===== config.mk =====
export PLATFORM = sky130hd
export DESIGN_NAME = fifo_sc_flex
export DESIGN_NICKNAME = d
export VERILOG_FILES = /design/src/rtl/fifo_sc_flex.sv
export SDC_FILE = /design/constraint.sdc
export NUM_CORES = 1
export LEC_CHECK = 0
export ABC_AREA = 1
export BUFFER_PORTS_ARGS = -buffer_cell sky130_fd_sc_hd__buf_4
export CORE_UTILIZATION = 42
export DETAILED_ROUTE_END_ITERATION = 16
export GPL_ROUTABILITY_DRIVEN = 0
export HOLD_SLACK_MARGIN = 0.02
export REMOVE_ABC_BUFFERS = 1
export SLEW_MARGIN = 25
export SYNTH_ARGS = -nofsm -noshare
export SYNTH_HDL_FRONTEND = slang
export SYNTH_SLANG_ARGS = --single-unit

===== constraint.sdc =====
create_clock -name i_clk -period 2.6 [get_ports i_clk]
set_input_delay 0 -clock i_clk [delete_from_list [all_inputs] [get_ports i_clk]]
set_output_delay 0 -clock i_clk [all_outputs]
set_load 0.005 [all_outputs]

===== src/rtl/fifo_sc_flex.sv =====
// rtl/fifo_sc_flex.sv - behavioural single-clock FIFO with FWFT/standard read and status flags
// Optional feature macro: FIFO_SC_FLEX_WATERMARK_EN (adds peak occupancy tracking).

module fifo_sc_flex #(
    parameter type DATA_ITEM_TYPE = logic,
    parameter int  DEPTH          = 32,
    parameter int  FWFT           = 1,
    parameter int  RST_HOLD       = 2,
    localparam int DATA_COUNT_W   = $clog2(DEPTH + 1)
) (
    input  logic                    i_clk,
    input  logic                    i_rst,
    input  DATA_ITEM_TYPE           i_tail,
    input  logic                    i_push,
    output DATA_ITEM_TYPE           o_head,
    output logic                    o_head_valid,
    input  logic                    i_pop,
    output logic                    o_full,
    output logic                    o_empty,
    output logic [DATA_COUNT_W-1:0] o_data_count,
    input  logic [DATA_COUNT_W-1:0] i_afull_thresh,
    input  logic [DATA_COUNT_W-1:0] i_aempty_thresh,
    output logic                    o_almost_full,
    output logic                    o_almost_empty,
    output logic                    o_overflow,
    output logic                    o_underflow,
    input  logic                    i_clr_err,
`ifdef FIFO_SC_FLEX_WATERMARK_EN
    input  logic                    i_peak_clr,
    output logic [DATA_COUNT_W-1:0] o_peak_count,
`endif
    output logic                    o_rst_busy
);

    // Pointers only need to address DEPTH entries; DEPTH need not be a power of two.
    localparam int PTR_W  = $clog2(DEPTH);
    // Hold counter is at least one bit wide so RST_HOLD = 0 still elaborates.
    localparam int HOLD_W = (RST_HOLD > 0) ? $clog2(RST_HOLD + 1) : 1;

    localparam logic [PTR_W-1:0]        LAST_IDX = PTR_W'(DEPTH - 1);
    localparam logic [DATA_COUNT_W-1:0] FULL_CNT = DATA_COUNT_W'(DEPTH);
    localparam logic [DATA_COUNT_W-1:0] ONE_CNT  = DATA_COUNT_W'(1);

    if (DEPTH < 2) begin : g_bad_depth
        $error("fifo_sc_flex: DEPTH must be at least 2");
    end
    if (RST_HOLD < 0) begin : g_bad_hold
        $error("fifo_sc_flex: RST_HOLD must not be negative");
    end

    // Storage and bookkeeping state.
    DATA_ITEM_TYPE             r_mem [DEPTH];
    DATA_ITEM_TYPE             r_head;
    logic [PTR_W-1:0]          r_wr_ptr;
    logic [PTR_W-1:0]          r_rd_ptr;
    logic [DATA_COUNT_W-1:0]   r_count;
    logic                      r_full;
    logic                      r_empty;
    logic                      r_afull;
    logic                      r_aempty;
    logic                      r_overflow;
    logic                      r_underflow;
    logic                      r_busy;
    logic [HOLD_W-1:0]         r_hold;

    logic                      w_wr_acc;
    logic                      w_rd_acc;
    logic                      w_ov_set;
    logic                      w_un_set;
    logic [DATA_COUNT_W-1:0]   w_count_next;
    logic [PTR_W-1:0]          w_wr_ptr_next;
    logic [PTR_W-1:0]          w_rd_ptr_next;
    DATA_ITEM_TYPE             w_mem_rd;

    // Accept decisions use registered flags only, so a same-cycle pop never frees
    // room for a push and a same-cycle push never feeds a pop.
    assign w_wr_acc = i_push & ~r_full  & ~r_busy;
    assign w_rd_acc = i_pop  & ~r_empty & ~r_busy;
    assign w_ov_set = i_push &  r_full  & ~r_busy;
    assign w_un_set = i_pop  &  r_empty & ~r_busy;

    // Explicit wrap compare keeps non-power-of-two depths correct.
    assign w_wr_ptr_next = (r_wr_ptr == LAST_IDX) ? '0 : r_wr_ptr + PTR_W'(1);
    assign w_rd_ptr_next = (r_rd_ptr == LAST_IDX) ? '0 : r_rd_ptr + PTR_W'(1);

    assign w_mem_rd = r_mem[r_rd_ptr];

    // Occupancy after this edge; simultaneous accepted push and pop cancel.
    always_comb begin
        w_count_next = r_count;
        if (w_wr_acc && !w_rd_acc) begin
            w_count_next = r_count + ONE_CNT;
        end else if (!w_wr_acc && w_rd_acc) begin
            w_count_next = r_count - ONE_CNT;
        end
    end

    // Reset-busy window: loaded during reset, counts down after release.
    always_ff @(posedge i_clk) begin
        if (i_rst) begin
            r_busy <= 1'b1;
            r_hold <= HOLD_W'(RST_HOLD);
        end else begin
            r_busy <= (r_hold != '0);
            if (r_hold != '0) begin
                r_hold <= r_hold - HOLD_W'(1);
            end
        end
    end

    // Storage write; contents are not reset, the pointers and count discard them.
    always_ff @(posedge i_clk) begin
        if (w_wr_acc) begin
            r_mem[r_wr_ptr] <= i_tail;
        end
    end

    // Pointers, count and occupancy flags, all registered from the next count.
    always_ff @(posedge i_clk) begin
        if (i_rst) begin
            r_wr_ptr <= '0;
            r_rd_ptr <= '0;
            r_count  <= '0;
            r_full   <= 1'b0;
            r_empty  <= 1'b1;
            r_afull  <= (i_afull_thresh == '0);
            r_aempty <= 1'b1;
        end else begin
            if (w_wr_acc) begin
                r_wr_ptr <= w_wr_ptr_next;
            end
            if (w_rd_acc) begin
                r_rd_ptr <= w_rd_ptr_next;
            end
            r_count  <= w_count_next;
            r_full   <= (w_count_next == FULL_CNT);
            r_empty  <= (w_count_next == '0);
            r_afull  <= (w_count_next >= i_afull_thresh);
            r_aempty <= (w_count_next <= i_aempty_thresh);
        end
    end

    // Sticky error flags; a new error in the same cycle as clr_err wins.
    always_ff @(posedge i_clk) begin
        if (i_rst) begin
            r_overflow  <= 1'b0;
            r_underflow <= 1'b0;
        end else begin
            r_overflow  <= w_ov_set | (r_overflow  & ~i_clr_err);
            r_underflow <= w_un_set | (r_underflow & ~i_clr_err);
        end
    end

    // Last popped item: the registered head in standard mode, the held value
    // shown while empty in FWFT mode.
    always_ff @(posedge i_clk) begin
        if (i_rst) begin
            r_head <= '0;
        end else if (w_rd_acc) begin
            r_head <= w_mem_rd;
        end
    end

    if (FWFT != 0) begin : g_fwft
        // Oldest entry is visible straight from storage whenever the FIFO holds data.
        assign o_head       = r_empty ? r_head : w_mem_rd;
        assign o_head_valid = ~r_empty;
    end else begin : g_std
        logic r_head_valid;

        // One-cycle valid pulse following each accepted pop.
        always_ff @(posedge i_clk) begin
            if (i_rst) begin
                r_head_valid <= 1'b0;
            end else begin
                r_head_valid <= w_rd_acc;
            end
        end

        assign o_head       = r_head;
        assign o_head_valid = r_head_valid;
    end

`ifdef FIFO_SC_FLEX_WATERMARK_EN
    logic [DATA_COUNT_W-1:0] r_peak;

    // High-water mark of occupancy; peak_clr restarts it from the current level.
    always_ff @(posedge i_clk) begin
        if (i_rst) begin
            r_peak <= '0;
        end else if (i_peak_clr) begin
            r_peak <= w_count_next;
        end else if (w_count_next > r_peak) begin
            r_peak <= w_count_next;
        end
    end

    assign o_peak_count = r_peak;
`endif

    assign o_full         = r_full;
    assign o_empty        = r_empty;
    assign o_data_count   = r_count;
    assign o_almost_full  = r_afull;
    assign o_almost_empty = r_aempty;
    assign o_overflow     = r_overflow;
    assign o_underflow    = r_underflow;
    assign o_rst_busy     = r_busy;

endmodule


* After elaboration in Yosys (flattened, before gate mapping)
Memory sizes are Yosys's and may differ from the RTL's. A register that Yosys moved wholly into a read port is not among the register bits.
Cells that the tools add are included.
** Word-level totals
- Register bits :: 26
- Memory bits (writable) :: 32
- Input port bits :: 18
- Output and inout port bits :: 15
- Memories kept :: 1
** Cells by class
- Add/subtract/negate cells :: 5
- $lt $le $gt $ge :: 2
- Eq/ne operators :: 3
- Multiplexer cells :: 10
- Bitwise logic cells :: 16
- Reductions and logical operators :: 7
** Memory list
- r_mem :: depth 32, width 1, rd ports 1, clocked after memory_dff 1, write ports 1, RTL line 52 : DATA_ITEM_TYPE r_mem [DEPTH];
** Operator list (count)
- $mux W5 :: 4
- $logic_not A6 Y1 :: 2
- $mux W6 :: 2
- $add A5 B1 Y5 const B :: 2
- $and A1 B1 Y1 :: 10
- $eq A5 B5 Y1 const B :: 2
- $add A6 B1 Y6 const B :: 1
- $eq A6 B6 Y1 const B :: 1
- $ge A6 B6 Y1 :: 1
- $le A6 B6 Y1 :: 1
- $sub A6 B1 Y6 const B :: 1
- $mux W1 :: 4
- $not A1 Y1 :: 4
- $logic_and A1 B1 Y1 :: 2
- $logic_not A1 Y1 :: 2
- $or A1 B1 Y1 :: 2
- $reduce_bool A2 Y1 :: 1
- $sub A2 B1 Y2 const B :: 1

* Longest topological paths before layout
- Depth after elaboration :: 9
- Depth in mapped cells :: 16

* Worst setup path before layout
No wires, ideal clock.
- Path type :: register to register
- Start point :: register r_count[0] (netlist: o_data_count[0])
- End point :: register r_afull (netlist: o_almost_full)
- Arrival :: 1.788 ns
- Required time :: 2.480 ns
- Slack :: 0.692 ns
- Cell stages (with the launch flop) :: 15
- Path buffers :: 0
- Clock period less this slack :: 1.908 ns
- Cell sequence :: dfxtp_1 inv_1 ha_1 nand3_1 nand2_1 nand2_1 nand2_1 a21oi_1 ha_1 nand2_1 inv_1 o211ai_1 o2111ai_1 nand2_1 o41ai_1
** Between the ends
- Cells in the longest elaborated chain, start to end :: 5
- Elaborated cells on any way between the ends :: 6
- Those cells by class :: add/sub (2); order compare (1); mux (3)
** Ends and longest elaborated chain
- from (decl) :: RTL line 56 : logic [DATA_COUNT_W-1:0] r_count;
- from (signal assigned) :: RTL line 135 : r_count <= w_count_next;
- $sub A6 B1 Y6 :: RTL line 94 : w_count_next = r_count - ONE_CNT;
- $mux W6 :: RTL line 93 : end else if (!w_wr_acc && w_rd_acc) begin
- $mux W6 (*) :: RTL line 91 : if (w_wr_acc && !w_rd_acc) begin
- net w_count_next[4] :: RTL line 70 : logic [DATA_COUNT_W-1:0] w_count_next;
- $ge A6 B6 Y1 (*) :: RTL line 138 : r_afull <= (w_count_next >= i_afull_thresh);
- $mux W1 (*) :: RTL line 120 : if (i_rst) begin
- to (signal assigned) :: RTL line 126 : r_afull <= (i_afull_thresh == '0);
- to (signal assigned) :: RTL line 138
- to (decl) :: RTL line 59 : logic r_afull;
Mark *: on every way through the listed nets, which the timed path passes. The rest lies on a longest branch.
A chain may end at the register's enable or synchronous reset.

* Worst setup path after layout
- Start point :: register r_busy (netlist: o_rst_busy)
- End point :: register r_afull (netlist: o_almost_full)
** Between the ends
- Cells in the longest elaborated chain, start to end :: 8
- Elaborated cells on any way between the ends :: 11
- Those cells by class :: order compare (1); mux (3); bitwise (3); reduce/logical (4)
** Ends and longest elaborated chain
- from (decl) :: RTL line 63 : logic r_busy;
- from (signal assigned) :: RTL line 104 : r_busy <= (r_hold != '0);
- $not A1 Y1 (*) :: RTL line 77, 78
- $and A1 B1 Y1 :: RTL line 77 : assign w_wr_acc = i_push & ~r_full & ~r_busy;
- $logic_not A1 Y1 :: RTL line 93
- $logic_and A1 B1 Y1 :: RTL line 93
- $mux W6 :: RTL line 93
- $mux W6 (*) :: RTL line 91
- net w_count_next[1] :: RTL line 70
- $ge A6 B6 Y1 (*) :: RTL line 138
- $mux W1 (*) :: RTL line 120
Marks and branches as above.

==> impl_metrics.ini <==
[cts]
cts_buffers = 9
cts_resized = 0
htree_levels = 3
path_clk_slew_ns = 0.07
cts_tree = built
cts_buffer_depth = 2
insertion_delay_ns = 0.34
cts_sinks = 63
cts_root_buf = clkbuf_8
cts_setup_buffers = 0

[place]
dp_cells = 524
dp_slack_ns = 0.363
place_area_um2 = 3570
io_buffers = 32
dp_hpwl_um = 5060

[worst_setup_path]
critPathLaunchType = register
crit_start = o_rst_busy
cp_cell_sequence = inv_2 -> nand3_2 -> inv_2 -> nand2_2 -> nand3_1 -> nand3_1 -> inv_1 -> ha_1 -> inv_1 -> nor2_1 -> o211ai_1 -> o2111ai_1 -> nand2_1 -> o41ai_1
worst_ep_required_time_ns = 2.81
crit_fanout = 11
arrival_ns = 2.47
r2r_cells = 14
reg2reg_slack_ns = 0.34
critPathKind = register to register
critical_path_buf_inv_count = 4
critPathCaptureType = register
r2r-end = o_almost_full
cp.depth = 14
cp_top_family = simple AND/OR/NAND/NOR gates
critPathSlowestCell = dfxtp_1
cp_slowest_stage_delay_ns = 0.34
reg2reg_from = o_rst_busy
worstSetupEndpoint = o_almost_full

[timing]
fin_setup_tns_ns = 0
setup_ws_ns = 0.340
finalClockSkew_ns = 0.00888
tightest_slew_ns = 0.477
max_freq_ghz = 0.442
period_minus_slack_ns = 2.26
rsz0062_at_grt = false
slew-limit-headroom_pct = 68.2
setup-violations-final = 0
slew_violations = 0
fin_crit_sh_pct = 86.9
hold_viol_final = 0

[route]
drtIter0Drc = 77
drt_wl_total_um = 7040
wl_per_cell_um = 12.9
drc = 0
drtPass1Iterations = 4
ant_nets = 0
detail_route.vias_per_cell = 4.88
num_vias = 2667

[logic_synthesis]
synth_area_per_cell_um2 = 8.13
netlist.area_leader.share_pct = 29.6
synth-seq-cells = 63
synth_area_um2 = 3240
synth_most_common_cell = nand2_1
yosys-top-cells-area = edfxtp_1 (30%), dfxtp_1 (19%), nand2_1 (11%)
synth_edf_count = 32
yosysTopAreaCell = edfxtp_1
synthArstFlopShare_pct = 0
ys.flop_type = edfxtp_1
synthTopCellsByCount = nand2_1 (94), nor2_1 (55), nand3_1 (51)
seq_area_frac_synth_pct = 48.8
syn_inst = 399
ys.warnings.count = 0
yosysUniqueCellTypes = 27

[floorplanning]
core-area_um2 = 7370
io_pins = 33
die_height_um = 89.9
initial_core_util_pct = 44.0
die_area_um2 = 8080
die_w_um = 89.9
row_count = 31

[cells_and_area]
antennaDiodeCount = 0
num-nets-final = 484
area_delta_synth_final_pct = 17.6
drive_gt1_share_pct = 14.1
finalNonFillerCells = 547
final_cell_area_um2 = 3810

[pwr]
p_leak_uw = 0.00168
peakVddDrop_v = 0.000254
fin_total_pwr_uw = 2260
power_density_nw_per_um2 = 593

[global_route]
grt-ovfl-total = 0
grt_pass1_wl_um = 11800
grt_max_degree = 33
grt_usage_pct = 18.8
antenna_found_initial = 0
grt_pass1_vias = 2585

[min_path]
hp-class = primary input to register
hold_path_depth = 4

[run_status]
outcome = completed

[job]
cap_violations = 0
## flip-flops by register name, summed over array words and instances, names as in the netlist, named ones only
| name | cells |
|---|---|
| o_almost_empty | 1 |
| o_rst_busy | 1 |
| r_hold | 2 |
| o_underflow | 1 |
| r_head | 1 |
| o_overflow | 1 |
| r_mem | 32 |
| o_data_count | 6 |
| o_almost_full | 1 |
| o_empty | 1 |
| o_full | 1 |
| r_rd_ptr | 5 |
| r_wr_ptr | 5 |
## report_power, final
group	switching, uW	internal (uW)	total, uW
Combinational	248	168	416
Sequential	42.8	1090	1130
Clock	353	365	717
## layout by cell type, fill, tap and decap left out, types with 3 or more instances in the layout
master,Yosys,layout
nand2_1,94,94
nor2_1,55,55
nand3_1,51,51
inv_1,47,47
buf_4,1,33
edfxtp_1,32,32
dfxtp_1,31,31
ha_1,22,22
a21oi_1,15,15
clkbuf_8,0,10
o21ai_0,8,8
dlygate4sd3_1,0,8
nor3_1,7,7
inv_2,6,6
nand2_2,5,5
nor2_4,3,3
nand4_1,3,3
clkbuf_1,2,3
## worst min-delay path by stage
stage                             from              to  slack [ns]
floorplan                        i_rst      o_overflow        0.07
global placement     i_afull_thresh[1]   o_almost_full        0.20
detailed placement   i_afull_thresh[1]   o_almost_full        0.21
CTS                 i_aempty_thresh[0]  o_almost_empty        0.03
global route        i_aempty_thresh[0]  o_almost_empty        0.04
finish              i_aempty_thresh[0]  o_almost_empty        0.03
## repair_timing
action | in CTS | in global routing
setup endpoints to repair | 0 | 0
endpoints found under the hold margin | 9 | 0
hold buffers | 8 | 0
## cells by family (layout without fill, tap and decap cells)
kind of cell,Yosys count,count (layout),synth area share [%]
AO/OA/AOI/OAI,28,28,4.71
flip-flops,63,63,48.8
AND/OR/NAND/NOR,224,224,30.2
XOR/XNOR,1,1,0.270
buffers and inverters,61,110,7.52
adder cells (fa/ha/maj),22,22,8.49
## layout make-up
cell class,instances,area [um^2]
fill,731,3560
timing repair buffer,41,328
inverter,54,203
clock inverter,2,10.0
tap,99,124
clock buffer,13,149
sequential,63,1580
multi-input combinational,275,1420
## per-stage QoR
step / utilization (%) / hold WS (ns)
final: 51.7 / 0.0349
after global routing: 51.7 / 0.0431
after CTS: 51.7 / 0.0277
after detailed placement: 48.5 / 0.212
after global placement: 48.5 / 0.199
after floorplan: - / 0.0691
## worst reg2reg max path, stage by stage (launching register included)
cell	delay (ns)
dfxtp_1	0.34
inv_2	0.11
nand3_2	0.24
inv_2	0.19
nand2_2	0.10
nand3_1	0.09
nand3_1	0.13
inv_1	0.15
ha_1	0.26
inv_1	0.06
nor2_1	0.04
o211ai_1	0.16
o2111ai_1	0.12
nand2_1	0.08
o41ai_1	0.08
## layer usage
layer / global-route usage (%) / vias up / wire, um
met5: 0 / - / 0
met4: 6.59 / 0 / 127
met3: 4.40 / 11 / 220
met2: 32.6 / 43 / 3470
met1: 23.0 / 1223 / 3220
li1: - / 1390 / -
(Power assumes the default switching activity.)
